$ cat src/rtl/retire_commit_unit_pkg.sv
// Shared types for the retire/commit stage: ROB row payload and store buffer entry.
package retire_commit_unit_pkg;

  localparam int unsigned WORD_W = 32;
  localparam int unsigned PREG_W = 7;

  typedef logic [WORD_W-1:0] word;
  typedef logic [PREG_W-1:0] p_reg;

  typedef struct packed {
    logic valid;
    logic reg_write;
    logic mem_write;
    p_reg p_reg_addr_dst;
    word  data;
  } rob_row_struct;

  typedef struct packed {
    word addr;
    word data;
  } store_buffer_entry_struct;

endpackage

$ cat src/rtl/retire_commit_unit_store_buffer.sv
// In-order circular store FIFO: up to ENQ_W compacted pushes and DEQ_W pops per cycle.
module retire_commit_unit_store_buffer
  import retire_commit_unit_pkg::*;
#(
  parameter int unsigned DEPTH = 8,
  parameter int unsigned ENQ_W = 2,
  parameter int unsigned DEQ_W = 2,
  parameter int unsigned PTR_W = $clog2(DEPTH),
  parameter int unsigned CNT_W = $clog2(DEPTH + 1)
) (
  input  logic                     clk_i,
  input  logic                     rst_n_i,
  input  logic                     enq_en_i      [ENQ_W],
  input  store_buffer_entry_struct enq_entry_i   [ENQ_W],
  input  logic                     deq_ready_i,
  output logic                     deq_en_c_o    [DEQ_W],
  output store_buffer_entry_struct deq_entry_c_o [DEQ_W],
  output logic [CNT_W-1:0]         deq_num_c_o,
  output logic [CNT_W-1:0]         count_o,
  output logic [CNT_W-1:0]         free_c_o
);

  store_buffer_entry_struct mem_q [DEPTH];
  logic [PTR_W-1:0] head_q, head_d;
  logic [PTR_W-1:0] tail_q, tail_d;
  logic [CNT_W-1:0] count_q, count_d;
  logic [CNT_W-1:0] enq_num;
  logic [CNT_W-1:0] deq_avail;
  logic [PTR_W-1:0] wr_slot [ENQ_W];
  logic [PTR_W-1:0] rd_slot [DEQ_W];

  // Compact pushing lanes onto consecutive slots starting at the tail
  always_comb begin
    enq_num = '0;
    for (int i = 0; i < ENQ_W; i++) begin
      wr_slot[i] = tail_q + PTR_W'(enq_num);
      if (enq_en_i[i]) enq_num = enq_num + CNT_W'(1);
    end
  end

  always_comb begin
    deq_avail   = (count_q < CNT_W'(DEQ_W)) ? count_q : CNT_W'(DEQ_W);
    deq_num_c_o = deq_ready_i ? deq_avail : '0;
    for (int k = 0; k < DEQ_W; k++) begin
      rd_slot[k]       = head_q + PTR_W'(k);
      deq_en_c_o[k]    = CNT_W'(k) < deq_avail;
      deq_entry_c_o[k] = deq_en_c_o[k] ? mem_q[rd_slot[k]] : '0;
    end
    head_d  = head_q + PTR_W'(deq_num_c_o);
    tail_d  = tail_q + PTR_W'(enq_num);
    count_d = count_q + enq_num - deq_num_c_o;
  end

  always_ff @(posedge clk_i) begin
    if (!rst_n_i) begin
      head_q  <= '0;
      tail_q  <= '0;
      count_q <= '0;
    end else begin
      head_q  <= head_d;
      tail_q  <= tail_d;
      count_q <= count_d;
    end
  end

  always_ff @(posedge clk_i) begin
    for (int i = 0; i < ENQ_W; i++) begin
      if (rst_n_i && enq_en_i[i]) mem_q[wr_slot[i]] <= enq_entry_i[i];
    end
  end

  assign count_o  = count_q;
  assign free_c_o = CNT_W'(DEPTH) - count_q;

endmodule

$ cat src/rtl/retire_commit_unit.sv
// Commit stage: classifies retiring ROB rows into register write-backs and buffered stores.
module retire_commit_unit
  import retire_commit_unit_pkg::*;
#(
  parameter int unsigned RETIRE_W  = 2,
  parameter int unsigned MEM_PORTS = 2,
  parameter int unsigned SB_DEPTH  = 8
) (
  input  logic          i_clk,
  input  logic          i_rst_n,
  input  rob_row_struct i_retire_rows [RETIRE_W],
  output logic          o_retire_ready,
  output logic          o_reg_w_en    [RETIRE_W],
  output p_reg          o_reg_w_addr  [RETIRE_W],
  output word           o_reg_w_data  [RETIRE_W],
  output p_reg          o_st_r_addr   [RETIRE_W],
  input  word           i_st_r_data   [RETIRE_W],
  input  logic          i_mem_ready,
  output logic          o_mem_w_en    [MEM_PORTS],
  output word           o_mem_w_addr  [MEM_PORTS],
  output word           o_mem_w_data  [MEM_PORTS],
  output logic          o_sb_empty,
  output logic [31:0]   o_retired_cnt,
  output logic [31:0]   o_stores_cnt
);

  localparam int unsigned SB_PTR_W   = $clog2(SB_DEPTH);
  localparam int unsigned SB_CNT_W   = $clog2(SB_DEPTH + 1);
  localparam int unsigned LANE_CNT_W = $clog2(RETIRE_W + 1);

  logic                     st_en     [RETIRE_W];
  store_buffer_entry_struct st_entry  [RETIRE_W];
  logic                     deq_en    [MEM_PORTS];
  store_buffer_entry_struct deq_entry [MEM_PORTS];
  logic [SB_CNT_W-1:0]      deq_num, sb_count, sb_free;
  logic [LANE_CNT_W-1:0]    acc_num;

  logic  reg_w_en_q   [RETIRE_W];
  logic  reg_w_en_d   [RETIRE_W];
  p_reg  reg_w_addr_q [RETIRE_W];
  p_reg  reg_w_addr_d [RETIRE_W];
  word   reg_w_data_q [RETIRE_W];
  word   reg_w_data_d [RETIRE_W];
  logic [31:0] retired_cnt_q, retired_cnt_d;
  logic [31:0] stores_cnt_q, stores_cnt_d;

  // Ready only when a full batch of stores is guaranteed to fit
  assign o_retire_ready = sb_free >= SB_CNT_W'(RETIRE_W);
  assign o_sb_empty     = sb_count == '0;

  // Store wins over register write when both flags are set
  always_comb begin
    acc_num = '0;
    for (int i = 0; i < RETIRE_W; i++) begin
      o_st_r_addr[i]  = i_retire_rows[i].p_reg_addr_dst;
      st_en[i]        = o_retire_ready && i_retire_rows[i].valid && i_retire_rows[i].mem_write;
      st_entry[i]     = '{addr: i_retire_rows[i].data, data: i_st_r_data[i]};
      reg_w_en_d[i]   = o_retire_ready && i_retire_rows[i].valid &&
                        !i_retire_rows[i].mem_write && i_retire_rows[i].reg_write;
      reg_w_addr_d[i] = reg_w_en_d[i] ? i_retire_rows[i].p_reg_addr_dst : '0;
      reg_w_data_d[i] = reg_w_en_d[i] ? i_retire_rows[i].data : '0;
      if (o_retire_ready && i_retire_rows[i].valid) acc_num = acc_num + LANE_CNT_W'(1);
    end
    retired_cnt_d = retired_cnt_q + 32'(acc_num);
    stores_cnt_d  = stores_cnt_q + 32'(deq_num);
  end

  always_ff @(posedge i_clk) begin
    if (!i_rst_n) begin
      for (int i = 0; i < RETIRE_W; i++) begin
        reg_w_en_q[i]   <= 1'b0;
        reg_w_addr_q[i] <= '0;
        reg_w_data_q[i] <= '0;
      end
      retired_cnt_q <= '0;
      stores_cnt_q  <= '0;
    end else begin
      for (int i = 0; i < RETIRE_W; i++) begin
        reg_w_en_q[i]   <= reg_w_en_d[i];
        reg_w_addr_q[i] <= reg_w_addr_d[i];
        reg_w_data_q[i] <= reg_w_data_d[i];
      end
      retired_cnt_q <= retired_cnt_d;
      stores_cnt_q  <= stores_cnt_d;
    end
  end

  always_comb begin
    for (int k = 0; k < MEM_PORTS; k++) begin
      o_mem_w_en[k]   = deq_en[k];
      o_mem_w_addr[k] = deq_entry[k].addr;
      o_mem_w_data[k] = deq_entry[k].data;
    end
  end

  assign o_reg_w_en    = reg_w_en_q;
  assign o_reg_w_addr  = reg_w_addr_q;
  assign o_reg_w_data  = reg_w_data_q;
  assign o_retired_cnt = retired_cnt_q;
  assign o_stores_cnt  = stores_cnt_q;

  retire_commit_unit_store_buffer #(
    .DEPTH (SB_DEPTH),
    .ENQ_W (RETIRE_W),
    .DEQ_W (MEM_PORTS),
    .PTR_W (SB_PTR_W),
    .CNT_W (SB_CNT_W)
  ) u_store_buffer (
    .clk_i         (i_clk),
    .rst_n_i       (i_rst_n),
    .enq_en_i      (st_en),
    .enq_entry_i   (st_entry),
    .deq_ready_i   (i_mem_ready),
    .deq_en_c_o    (deq_en),
    .deq_entry_c_o (deq_entry),
    .deq_num_c_o   (deq_num),
    .count_o       (sb_count),
    .free_c_o      (sb_free)
  );

endmodule

$ cat config.mk
export PLATFORM = sky130hd
export DESIGN_NAME = retire_commit_unit
export DESIGN_NICKNAME = d
export VERILOG_FILES = /design/src/rtl/retire_commit_unit_pkg.sv /design/src/rtl/retire_commit_unit_store_buffer.sv /design/src/rtl/retire_commit_unit.sv
export SDC_FILE = /design/constraint.sdc
export NUM_CORES = 1
export LEC_CHECK = 0
export CORE_MARGIN = 5
export CORE_UTILIZATION = 70
export CTS_BUF_LIST = sky130_fd_sc_hd__clkbuf_4 sky130_fd_sc_hd__clkbuf_8
export CTS_CLUSTER_SIZE = 30
export DETAILED_ROUTE_END_ITERATION = 16
export DONT_BUFFER_PORTS = 1
export PLACE_DENSITY = 0.86
export RECOVER_POWER = 50
export SLEW_MARGIN = 0
export SYNTH_ARGS = -nofsm -noshare
export SYNTH_HDL_FRONTEND = slang
export SYNTH_SLANG_ARGS = --single-unit
$ cat constraint.sdc
create_clock -name i_clk -period 19.4 [get_ports i_clk]
set_input_delay 3.88 -clock i_clk [delete_from_list [all_inputs] [get_ports i_clk]]
set_output_delay 3.88 -clock i_clk [all_outputs]
set_load 0.02 [all_outputs]
==> reports/metrics.csv <==
stage;metric;value;unit
grt;vias in the first global route;23500;
clock_tree;Clock Tree Buf Depth;3;
run;Max-cap violations;15;
power;P_int;2.94;mW
critical_path;crit-path max FO;57;
yosys;asr flop ratio synth;0;
timing;min Tclk post-route;8820;ps
yosys;Top FF cell, synth;edfxtp_1;
die;Die Height;236;µm
timing;setup ws final;10580;ps
timing;Worst Tran Pin Value;4810;ps
yosys;#FFs+latches synth;666;
grt;Total GRT Usage;0.334;
critical_path;required time worst endpoint;19570;ps
critical_path;CP Data Arrival Time;8990;ps
clock_tree;H-Tree Depth;3;
grt;GRT Residual Overflow;0;
clock_tree;post-CTS resize count;0;
yosys;Synth area leader;edfxtp_1;
die;CORE AREA;0.0511;mm²
placed_design;worst slack, placed;11640;ps
drt;initial DRC count;2294;
power;Flop pwr share;0.368;
yosys;Post-synth EDFFs;512;
power;sw frac;0.376;
timing;# setup viols final;0;
die;num ports;441;
die;Die X;236;µm
yosys;Seq/Total Area, Yosys;0.514;
yosys;synth top area cells;edfxtp_1 43%, mux4_2 16%, mux2_2 10%;
clock_tree;CTS buffer count;106;
grt;first-pass GRT wire length;143;mm
clock_tree;CTS root buf;clkbuf_8;
drt;Via density;7.16;
clock_tree;clk slew on worst S/H paths;60;ps
power;Peak supply drop;0.114;mV
worst_hold_path;Hold Path Class;register to register;
run_status;status;finished, violations left;
timing;RSZ-0062 raised after global routing;no;
yosys;mux contribution to synthesized area;0.347;
yosys;largest family of logic cells by synthesized area;multiplexers;
yosys;Synth warnings;0;
grt;initial antenna violation count;0;
yosys;Synth Area in Simple Gates;0.0678;
clock_tree;clock sink total;666;
yosys;Adder-Cell Fraction of Synth Area;0.0102;
grt;largest net degree at the start of global routing;136;
drt;DRC viols;0;
yosys;Mean Syn Cell Area;14.9;µm²
yosys;Syn Inst Count;2415;
critical_path;startpoint types;primary input;
die;die area;0.0559;mm²
power;leakage power;12.4;nW
cells_and_area;# diodes;0;
yosys;xor/xnor share of the synthesized area;0.00610;
critical_path;critical path type;primary input to register;
timing;Fin Setup TNS;0;ps
cells_and_area;share of cells above drive strength 1;0.337;
die;site row count;83;
timing;fmax;113;MHz
cells_and_area;area delta synth->final;6.55;%
drt;Wirelength per Cell;30.3;µm
placed_design;post-detail-place hpwl;54.4;mm
critical_path;Critical Path Sink Type;register;
clock_tree;Hold Buf Count CTS;0;
yosys;syn_nets;2593;
drt;Final ANT Viol Nets;0;
drt;drt total wl;95.1;mm
power;Net Switching;1.77;mW
yosys;Netlist cell types;50;
yosys;count leader, synth;edfxtp_1;
yosys;synthesized area;0.0359;mm²
placed_design;gpl congestion;0.811;
yosys;Compound-Gate Fraction of Synth Area;0.0250;
placed_design;Buffers on Ports;0;
die;starting density of the core;0.703;
clock_tree;CTS tree;yes;
drt;1st-pass router iterations;5;
drt;via count;22500;
timing;Slew Limit Fails;515;
run_status;failing checks;capacitance limit, slew limit;
timing;Hold Vio Cnt, Final;0;
timing;crit share post-route;0.455;
timing;Setup Skew;30.8;ps
yosys;top cells by count, synth;512 x edfxtp_1, 323 x mux2_2, 256 x mux4_2;
cells_and_area;net count reported at finish;2550;
clock_tree;Clock Latency Late Sink;710;ps
power;clock network fraction of total power;0.263;
yosys;Synth top area share;0.428;
power;PwrDens;123;mW/mm²
clock_tree;post-CTS setup buffer count;0;
power;Comb power frac;0.369;
timing;Worst slew margin;-2.21;
-- metrics by stage --
| stage | instance area (µm²) | hold WS (ps) | utilization | instances | power (mW) |
|---|---|---|---|---|---|
| global placement | 36300 | 557 | 0.710 | 2944 | 3.47 |
| finish | 38300 | 575 | 0.749 | 3141 | 4.71 |
| detailed placement | 36300 | 571 | 0.710 | 2944 | 3.50 |
| CTS | 38500 | 579 | 0.753 | 3141 | 4.73 |
| global route | 38300 | 618 | 0.749 | 3141 | 4.89 |
| floorplan | 35900 | 540 | - | 2415 | 3.09 |
-- cells in the final DEF (no fill, tap or decap), drive strengths merged, types with 22 or more instances in the layout --
| cell | instances |
|---|---|
| mux2 | 512 |
| o31ai | 27 |
| and2 | 88 |
| clkbuf | 182 |
| ha | 23 |
| nor2 | 95 |
| or4 | 24 |
| nand3 | 22 |
| dfxtp | 154 |
| nand2 | 164 |
| mux2i | 74 |
| buf | 31 |
| a21oi | 101 |
| edfxtp | 512 |
| mux4 | 256 |
| inv | 25 |
-- per-layer routing --
| metal | up-vias | GRT usage | part of all wire |
|---|---|---|---|
| met5 | - | 0 | 0 |
| li1 | 9397 | - | - |
| met4 | 0 | 0.125 | 0.037 |
| met3 | 240 | 0.0922 | 0.11 |
| met1 | 11500 | 0.428 | 0.35 |
| met2 | 1395 | 0.552 | 0.50 |
-- layout make-up --
cell class | count | area [µm²]
Fill cell | 3047 | 12800
Clock buffer | 170 | 2030
Tap cell | 680 | 851
Sequential cell | 666 | 18500
Timing Repair Buffer | 43 | 290
Clock inverter | 27 | 166
Inverter | 23 | 86.3
Multi-Input combinational cell | 1532 | 16400
-- critical path: stages --
cell,delay (ps)
and3_1,190
ha_1,210
ha_1,220
xnor2_1,150
nor2_1,180
nand4b_1,140
o21ai_0,530
clkbuf_1,3450
-- registers in the layout, summed over array words and instances (netlist names) --
register / cells
o_reg_w_addr: 14
u_store_buffer.head_q: 3
u_store_buffer.tail_q: 3
o_stores_cnt: 32
o_reg_w_en: 2
o_retired_cnt: 32
o_reg_w_data: 64
u_store_buffer.count_o: 4
u_store_buffer.mem_q: 512
-- worst paths after layout --
| check | from | to | slack, ps | cells after the start |
|---|---|---|---|---|
| worst max-delay path | i_retire_rows[81] | u_store_buffer.mem_q[5][22] | 10580 | 8 |
| worst min-delay path | o_stores_cnt[31] | o_stores_cnt[31] | 570 | 2 |
| worst max register to register | u_store_buffer.count_o[0] | u_store_buffer.mem_q[5][22] | 12150 | 12 |
| worst min register to register | o_stores_cnt[31] | o_stores_cnt[31] | 570 | 2 |
-- power groups by stage --
| stage | clock, mW | sequential (mW) | combinational, mW |
|---|---|---|---|
| global placement | 0 | 1.75 | 1.71 |
| detailed placement | 0 | 1.76 | 1.74 |
| CTS | 1.25 | 1.73 | 1.75 |
| finish | 1.24 | 1.73 | 1.74 |
| floorplan | 0 | 1.72 | 1.36 |
| global route | 1.31 | 1.74 | 1.84 |
-- logic make-up (layout without fill, tap and decap cells) --
group | Yosys count | in the layout
adder cells (fa/ha/maj) | 27 | 27
AND/OR/NAND/NOR | 481 | 481
XOR/XNOR | 25 | 25
AO/OA/AOI/OAI | 157 | 157
buffers and inverters | 217 | 263
flip-flops | 666 | 666
multiplexers | 842 | 842
No activity file was read; power rests on OpenSTA's default activity.
